$ cat src/rtl/empty_ptr_storage_if.sv
// Free-list handshake bundle: push of returned addresses, show-ahead pop, status and error flags.
interface empty_ptr_storage_if #(
  parameter int unsigned A_WIDTH = 3
);
  logic [A_WIDTH-1:0] add_empty_ptr_i;
  logic               add_empty_ptr_en_i;
  logic [A_WIDTH-1:0] next_empty_ptr_o;
  logic               next_empty_ptr_val_o;
  logic               next_empty_ptr_rd_ack_i;
  logic               init_done_o;
  logic [A_WIDTH:0]   empty_cnt_o;
  logic               overflow_err_o;
  logic               underflow_err_o;

  modport master (
    output add_empty_ptr_i,
    output add_empty_ptr_en_i,
    output next_empty_ptr_rd_ack_i,
    input  next_empty_ptr_o,
    input  next_empty_ptr_val_o,
    input  init_done_o,
    input  empty_cnt_o,
    input  overflow_err_o,
    input  underflow_err_o
  );

  modport slave (
    input  add_empty_ptr_i,
    input  add_empty_ptr_en_i,
    input  next_empty_ptr_rd_ack_i,
    output next_empty_ptr_o,
    output next_empty_ptr_val_o,
    output init_done_o,
    output empty_cnt_o,
    output overflow_err_o,
    output underflow_err_o
  );
endinterface

$ cat src/rtl/empty_ptr_storage.sv
// Free list of data-table addresses: self-fills with 0..N-1 after reset, then serves
// show-ahead pops to the insert stage and accepts addresses returned by the delete stage.
module empty_ptr_storage #(
  parameter int unsigned A_WIDTH = 3
) (
  input logic                clk_i,
  input logic                rst_i,
  empty_ptr_storage_if.slave bus
);
  localparam int unsigned N = 2 ** A_WIDTH;
  localparam logic [A_WIDTH-1:0] LastAddr = {A_WIDTH{1'b1}};
  localparam logic [A_WIDTH-1:0] PtrOne   = A_WIDTH'(1);
  localparam logic [A_WIDTH:0]   CntOne   = (A_WIDTH + 1)'(1);
  localparam logic [A_WIDTH:0]   CntFull  = (A_WIDTH + 1)'(N);

  typedef enum logic {StInit, StReady} state_e;

  state_e             r_state, w_state_nxt;
  logic [A_WIDTH-1:0] r_init_cnt, w_init_cnt_nxt;
  logic [A_WIDTH-1:0] r_wr_ptr, w_wr_ptr_nxt;
  logic [A_WIDTH-1:0] r_rd_ptr, w_rd_ptr_nxt;
  logic [A_WIDTH:0]   r_cnt, w_cnt_nxt;
  logic               r_ovf, w_ovf_nxt;
  logic               r_unf, w_unf_nxt;
  logic [A_WIDTH-1:0] r_mem [N];

  logic               w_val;
  logic               w_full;
  logic               w_push;
  logic               w_pop;
  logic               w_mem_we;
  logic [A_WIDTH-1:0] w_mem_waddr;
  logic [A_WIDTH-1:0] w_mem_wdata;

  assign w_val  = (r_state == StReady) && (r_cnt != '0);
  assign w_full = (r_cnt == CntFull);

  always_comb begin
    w_state_nxt    = r_state;
    w_init_cnt_nxt = r_init_cnt;
    w_wr_ptr_nxt   = r_wr_ptr;
    w_rd_ptr_nxt   = r_rd_ptr;
    w_cnt_nxt      = r_cnt;
    w_push         = 1'b0;
    w_pop          = 1'b0;
    w_mem_we       = 1'b0;
    w_mem_waddr    = r_wr_ptr;
    w_mem_wdata    = bus.add_empty_ptr_i;
    case (r_state)
      StInit: begin
        w_mem_we       = 1'b1;
        w_mem_waddr    = r_init_cnt;
        w_mem_wdata    = r_init_cnt;
        w_init_cnt_nxt = r_init_cnt + PtrOne;
        if (r_init_cnt == LastAddr) begin
          w_state_nxt  = StReady;
          w_wr_ptr_nxt = '0;
          w_cnt_nxt    = CntFull;
        end
      end
      StReady: begin
        // Fullness is judged before any same-cycle pop frees a slot.
        w_push   = bus.add_empty_ptr_en_i && !w_full;
        w_pop    = bus.next_empty_ptr_rd_ack_i && w_val;
        w_mem_we = w_push;
        if (w_push) w_wr_ptr_nxt = r_wr_ptr + PtrOne;
        if (w_pop)  w_rd_ptr_nxt = r_rd_ptr + PtrOne;
        if (w_push && !w_pop)      w_cnt_nxt = r_cnt + CntOne;
        else if (w_pop && !w_push) w_cnt_nxt = r_cnt - CntOne;
      end
      default: w_state_nxt = StInit;
    endcase
    w_ovf_nxt = bus.add_empty_ptr_en_i && !w_push;
    w_unf_nxt = bus.next_empty_ptr_rd_ack_i && !w_val;
  end

  always_ff @(posedge clk_i or posedge rst_i) begin
    if (rst_i) begin
      r_state    <= StInit;
      r_init_cnt <= '0;
      r_wr_ptr   <= '0;
      r_rd_ptr   <= '0;
      r_cnt      <= '0;
      r_ovf      <= 1'b0;
      r_unf      <= 1'b0;
    end else begin
      r_state    <= w_state_nxt;
      r_init_cnt <= w_init_cnt_nxt;
      r_wr_ptr   <= w_wr_ptr_nxt;
      r_rd_ptr   <= w_rd_ptr_nxt;
      r_cnt      <= w_cnt_nxt;
      r_ovf      <= w_ovf_nxt;
      r_unf      <= w_unf_nxt;
    end
  end

  // Storage is not reset; the init sweep overwrites every entry.
  always_ff @(posedge clk_i) begin
    if (w_mem_we && !rst_i) r_mem[w_mem_waddr] <= w_mem_wdata;
  end

  assign bus.next_empty_ptr_o     = w_val ? r_mem[r_rd_ptr] : '0;
  assign bus.next_empty_ptr_val_o = w_val;
  assign bus.init_done_o          = (r_state == StReady);
  assign bus.empty_cnt_o          = r_cnt;
  assign bus.overflow_err_o       = r_ovf;
  assign bus.underflow_err_o      = r_unf;
endmodule

$ cat src/flat_wrapper.sv
// flat-port wrapper written by rule: the top's interface ports become plain ports
module empty_ptr_storage_flat 
#(
  parameter int unsigned A_WIDTH = 3
)
  (clk_i, rst_i, bus_add_empty_ptr_i, bus_add_empty_ptr_en_i, bus_next_empty_ptr_rd_ack_i, bus_next_empty_ptr_o, bus_next_empty_ptr_val_o, bus_init_done_o, bus_empty_cnt_o, bus_overflow_err_o, bus_underflow_err_o);
  empty_ptr_storage_if #(.A_WIDTH(A_WIDTH)) bus_i ();
  input logic clk_i;
  input logic rst_i;
  input wire logic [$bits(bus_i.add_empty_ptr_i)-1:0] bus_add_empty_ptr_i;
  input wire logic [$bits(bus_i.add_empty_ptr_en_i)-1:0] bus_add_empty_ptr_en_i;
  input wire logic [$bits(bus_i.next_empty_ptr_rd_ack_i)-1:0] bus_next_empty_ptr_rd_ack_i;
  output wire logic [$bits(bus_i.next_empty_ptr_o)-1:0] bus_next_empty_ptr_o;
  output wire logic [$bits(bus_i.next_empty_ptr_val_o)-1:0] bus_next_empty_ptr_val_o;
  output wire logic [$bits(bus_i.init_done_o)-1:0] bus_init_done_o;
  output wire logic [$bits(bus_i.empty_cnt_o)-1:0] bus_empty_cnt_o;
  output wire logic [$bits(bus_i.overflow_err_o)-1:0] bus_overflow_err_o;
  output wire logic [$bits(bus_i.underflow_err_o)-1:0] bus_underflow_err_o;
  assign bus_i.add_empty_ptr_i = bus_add_empty_ptr_i;
  assign bus_i.add_empty_ptr_en_i = bus_add_empty_ptr_en_i;
  assign bus_i.next_empty_ptr_rd_ack_i = bus_next_empty_ptr_rd_ack_i;
  assign bus_next_empty_ptr_o = bus_i.next_empty_ptr_o;
  assign bus_next_empty_ptr_val_o = bus_i.next_empty_ptr_val_o;
  assign bus_init_done_o = bus_i.init_done_o;
  assign bus_empty_cnt_o = bus_i.empty_cnt_o;
  assign bus_overflow_err_o = bus_i.overflow_err_o;
  assign bus_underflow_err_o = bus_i.underflow_err_o;
  empty_ptr_storage #(.A_WIDTH(A_WIDTH)) u_core (.clk_i(clk_i), .rst_i(rst_i), .bus(bus_i));
endmodule
$ cat config.mk
export PLATFORM = sky130hd
export DESIGN_NAME = empty_ptr_storage_flat
export DESIGN_NICKNAME = d
export VERILOG_FILES = /design/src/rtl/empty_ptr_storage_if.sv /design/src/rtl/empty_ptr_storage.sv /design/src/flat_wrapper.sv
export SDC_FILE = /design/constraint.sdc
export NUM_CORES = 1
export LEC_CHECK = 0
export CAP_MARGIN = 20
export CORE_AREA = 2 2 73 75
export CTS_CLUSTER_DIAMETER = 60
export DETAILED_ROUTE_END_ITERATION = 10
export DIE_AREA = 0 0 75 77
export SYNTH_ARGS = -nofsm -noshare
export SYNTH_HDL_FRONTEND = slang
export SYNTH_SLANG_ARGS = --single-unit
$ cat constraint.sdc
create_clock -name clk_i -period 2.8 [get_ports clk_i]
set_clock_uncertainty 0.05 [all_clocks]
set_input_delay 0.28 -clock clk_i [delete_from_list [all_inputs] [get_ports clk_i]]
set_output_delay 0.28 -clock clk_i [all_outputs]
set_load 0.01 [all_outputs]
==> impl_metrics.toml <==
[status]
status = "completed"

[worst_setup_path]
crit_type = "flip-flop to flip-flop"
r2r-end = "u_core.bus.empty_cnt_o[3]"
crit_arrival_ns = 2.78
reg2regPathDepth = 11
crit_cells = 11
crit_slowest_cell = "dfrtp_1"
crit_family = "compound AO/OA/AOI/OAI gates"
critPathMaxFanout = 5
path_buf_inv = 2
worst_path_largest_cell_delay_ns = 0.43
path_cells = "or3_1 -> o21ai_2 -> inv_2 -> nand2_1 -> ha_4 -> inv_1 -> ha_1 -> a21oi_1 -> a211o_1 -> a21oi_2 -> mux2i_1"
reg2reg_from = "u_core.bus.empty_cnt_o[1]"
end_kind = "flip-flop"
required_ns = 2.96
ff2ff_setup_slack_ns = 0.18
cp-start-kind = "flip-flop"
setup.worst_path.end = "u_core.bus.empty_cnt_o[3]"
cp-startpoint = "u_core.bus.empty_cnt_o[1]"

[floorplanning]
die-area_um2 = 5775
num_rows = 26
start_util_pct = 39.12
ios = 18
fp.coreArea_um2 = 4977
chipWidth_um = 75
die_h_um = 77

[power_and_ir_drop]
ir_drop_mv = 0.4618
power_leakage_uw = 0.0008756
total_power_uw = 2196
power_density_nw_per_um2 = 947.0

[clock_tree]
cts_inserted_buffers = 5
clockRootBuffer = "clkbuf_8"
cts_max_level = 2
cts_buffer_depth = 2
clock-sinks = 40
post_cts.repair.setup_buffers = 0
cts.clk_slew.worst_paths_ns = 0.08
cts_tree = "done"
insertion_delay_ns = 0.28

[grt]
gr-total-overflow = 0
grt_pass1_vias = 1246
grt_first_pass_wirelength_mm = 6.127
antenna_found_initial = 0
grt_usage_pct = 14.17
grt_max_degree = 25

[synthesis]
syn_avg_cell_area_um2 = 13.24
ys_ff_latch = 40
ys_top_cells_by_area = "edfxtp_1 37%, dfrtp_1 21%, mux4_2 6.9%"
syn_area_um2 = 1947
synthDistinctLibCells = 36
yosysSeqAreaShare_pct = 57.58
synth_top_area_share_pct = 37.02
async_reset_ff_share_pct = 40.00
ys.flop_type = "edfxtp_1"
syn_nets = 162
synth_edf_count = 24
yosysTopAreaCell = "edfxtp_1"
ys_warn_count = 0
synthCells = 147

[finish]
syn_to_final_growth_pct = 19.09
drive_above_1_share_pct = 17.86
antenna_cells = 0
fin_area_um2 = 2318
most-common-layout-cells = "24 x edfxtp_1, 17 x clkdlybuf4s50_1, 15 x dfrtp_1, 14 x nor2_1, 10 x nand2_1"
final_core_util_pct = 46.58
fin_cells = 238
final_nets = 182
layout_commonest_cell = "edfxtp_1"

[detailed_routing]
wirelength_mm = 3.695
drtAntennaViolNets = 0
via_per_inst = 4.908
drt_iter0_drc = 34
num_vias = 1168
first_pass_iters = 4
wl_per_cell_um = 15.53
drc = 0

[timing]
slew_violations = 0
tightestPinTransition_ns = 0.9639
hold_viol_final = 0
max_freq_mhz = 382.0
slew_headroom_pct = 35.06
min_period_over_period_pct = 93.50
tns_ns = 0
fin_crit_ns = 2.618
setup_violations = 0
grt_setup_unrepaired = "no"

[hold_path]
hold_class = "input port to async pin"

[placement]
place_area_um2 = 2190
gp_congestion = 0.7466
placed_cells = 230
dp_hpwl_mm = 2.803
portBuffers = 17

[run]
cap_viol_max_count = 0
==> flip-flops by register name (all words and copies together) (netlist names) <==
register                    cells
u_core.bus.overflow_err_o       1
u_core.bus.underflow_err_o      1
u_core.r_mem                   24
u_core.bus.empty_cnt_o          4
u_core.r_wr_ptr                 3
u_core.r_init_cnt               3
u_core.bus.init_done_o          1
u_core.r_rd_ptr                 3
==> cells by family after synthesis <==
kind of cell	after synthesis	share of synthesized area, %
mux	14	11.25
buf+inv	16	3.663
compound gates	22	9.126
simple gates	40	9.705
flops	40	57.58
xor+xnor	7	3.149
fa+ha+maj	8	5.527
==> timing repair <==
item	in CTS	in global routing
hold endpoints to repair	0	0
hold buffers	0	0
setup endpoints to repair	0	1
resized for setup	0	4
==> worst reg2reg max path: cells and delay by family, from the launching register on <==
family,cells,cell delay (ns)
AOI/OAI and AO/OA,4,0.71
and+or+nand+nor,2,0.56
adders and majority gates,2,0.50
DFF,1,0.43
muxes,1,0.19
buffers and inverters,2,0.13
==> layout make-up <==
cell class,count,area (µm²)
well taps,70,87.58
inverters,9,33.78
clock buffers,5,68.82
clock inverters,3,42.54
flip-flops and latches,40,1122
repair buffers,20,192.7
multi-input cells,91,770.7
fillers,456,2659
==> routing by layer <==
metal | global-route usage [%] | vias to the layer above | part of all wire, %
li1 | - | 575 | -
met1 | 18.45 | 576 | 45
met2 | 23.25 | 15 | 52
met3 | 3.942 | 2 | 2.3
met4 | 3.214 | 0 | 0.54
met5 | 0 | - | 0
==> stage by stage <==
step	hold WS (ns)	worst slack (ns)
final	0.1668	0.1821
after detailed placement	0.4758	0.1181
after CTS	0.1672	0.1012
after floorplan	0.1716	0.1821
after global placement	0.4740	0.2099
after global routing	0.1789	0.006889
==> synth_stat cells, drive strengths merged (2+ instances only) <==
master	number
nor2	14
mux2i	5
nand2	10
clkbuf	3
nand3	5
o31ai	2
o2bb2ai	2
dfrtp	16
a21o	2
a31oi	2
xnor2	6
o22ai	3
mux4	6
nor3	4
edfxtp	24
ha	7
mux2	3
and2	2
nor2b	2
buf	4
o21ai	4
a21oi	4
inv	9
==> where the power goes <==
part           leakage (µW)  switching, µW  internal, µW  total (µW)
registers          0.000412            152           738         890
clock network     0.0000541            198           264         462
logic              0.000410            367           476         843
total              0.000876            718          1480        2200
==> how the worst min path moves through the flow <==
| stage | start | endpoint | slack (ns) | cells past startpoint |
|---|---|---|---|---|
| 2_1_floorplan | rst_i | u_core.bus.empty_cnt_o[0] | 0.17 | 1 |
| 3_3_place_gp | rst_i | u_core.r_rd_ptr[1] | 0.47 | 2 |
| 3_5_place_dp | u_core.r_init_cnt[0] | u_core.r_init_cnt[0] | 0.48 | 1 |
| 4_1_cts | rst_i | u_core.r_rd_ptr[1] | 0.17 | 2 |
| 5_1_grt | rst_i | u_core.r_rd_ptr[1] | 0.18 | 2 |
| 6_report | rst_i | u_core.r_rd_ptr[1] | 0.17 | 2 |
No activity file was read; power rests on OpenSTA's default activity.
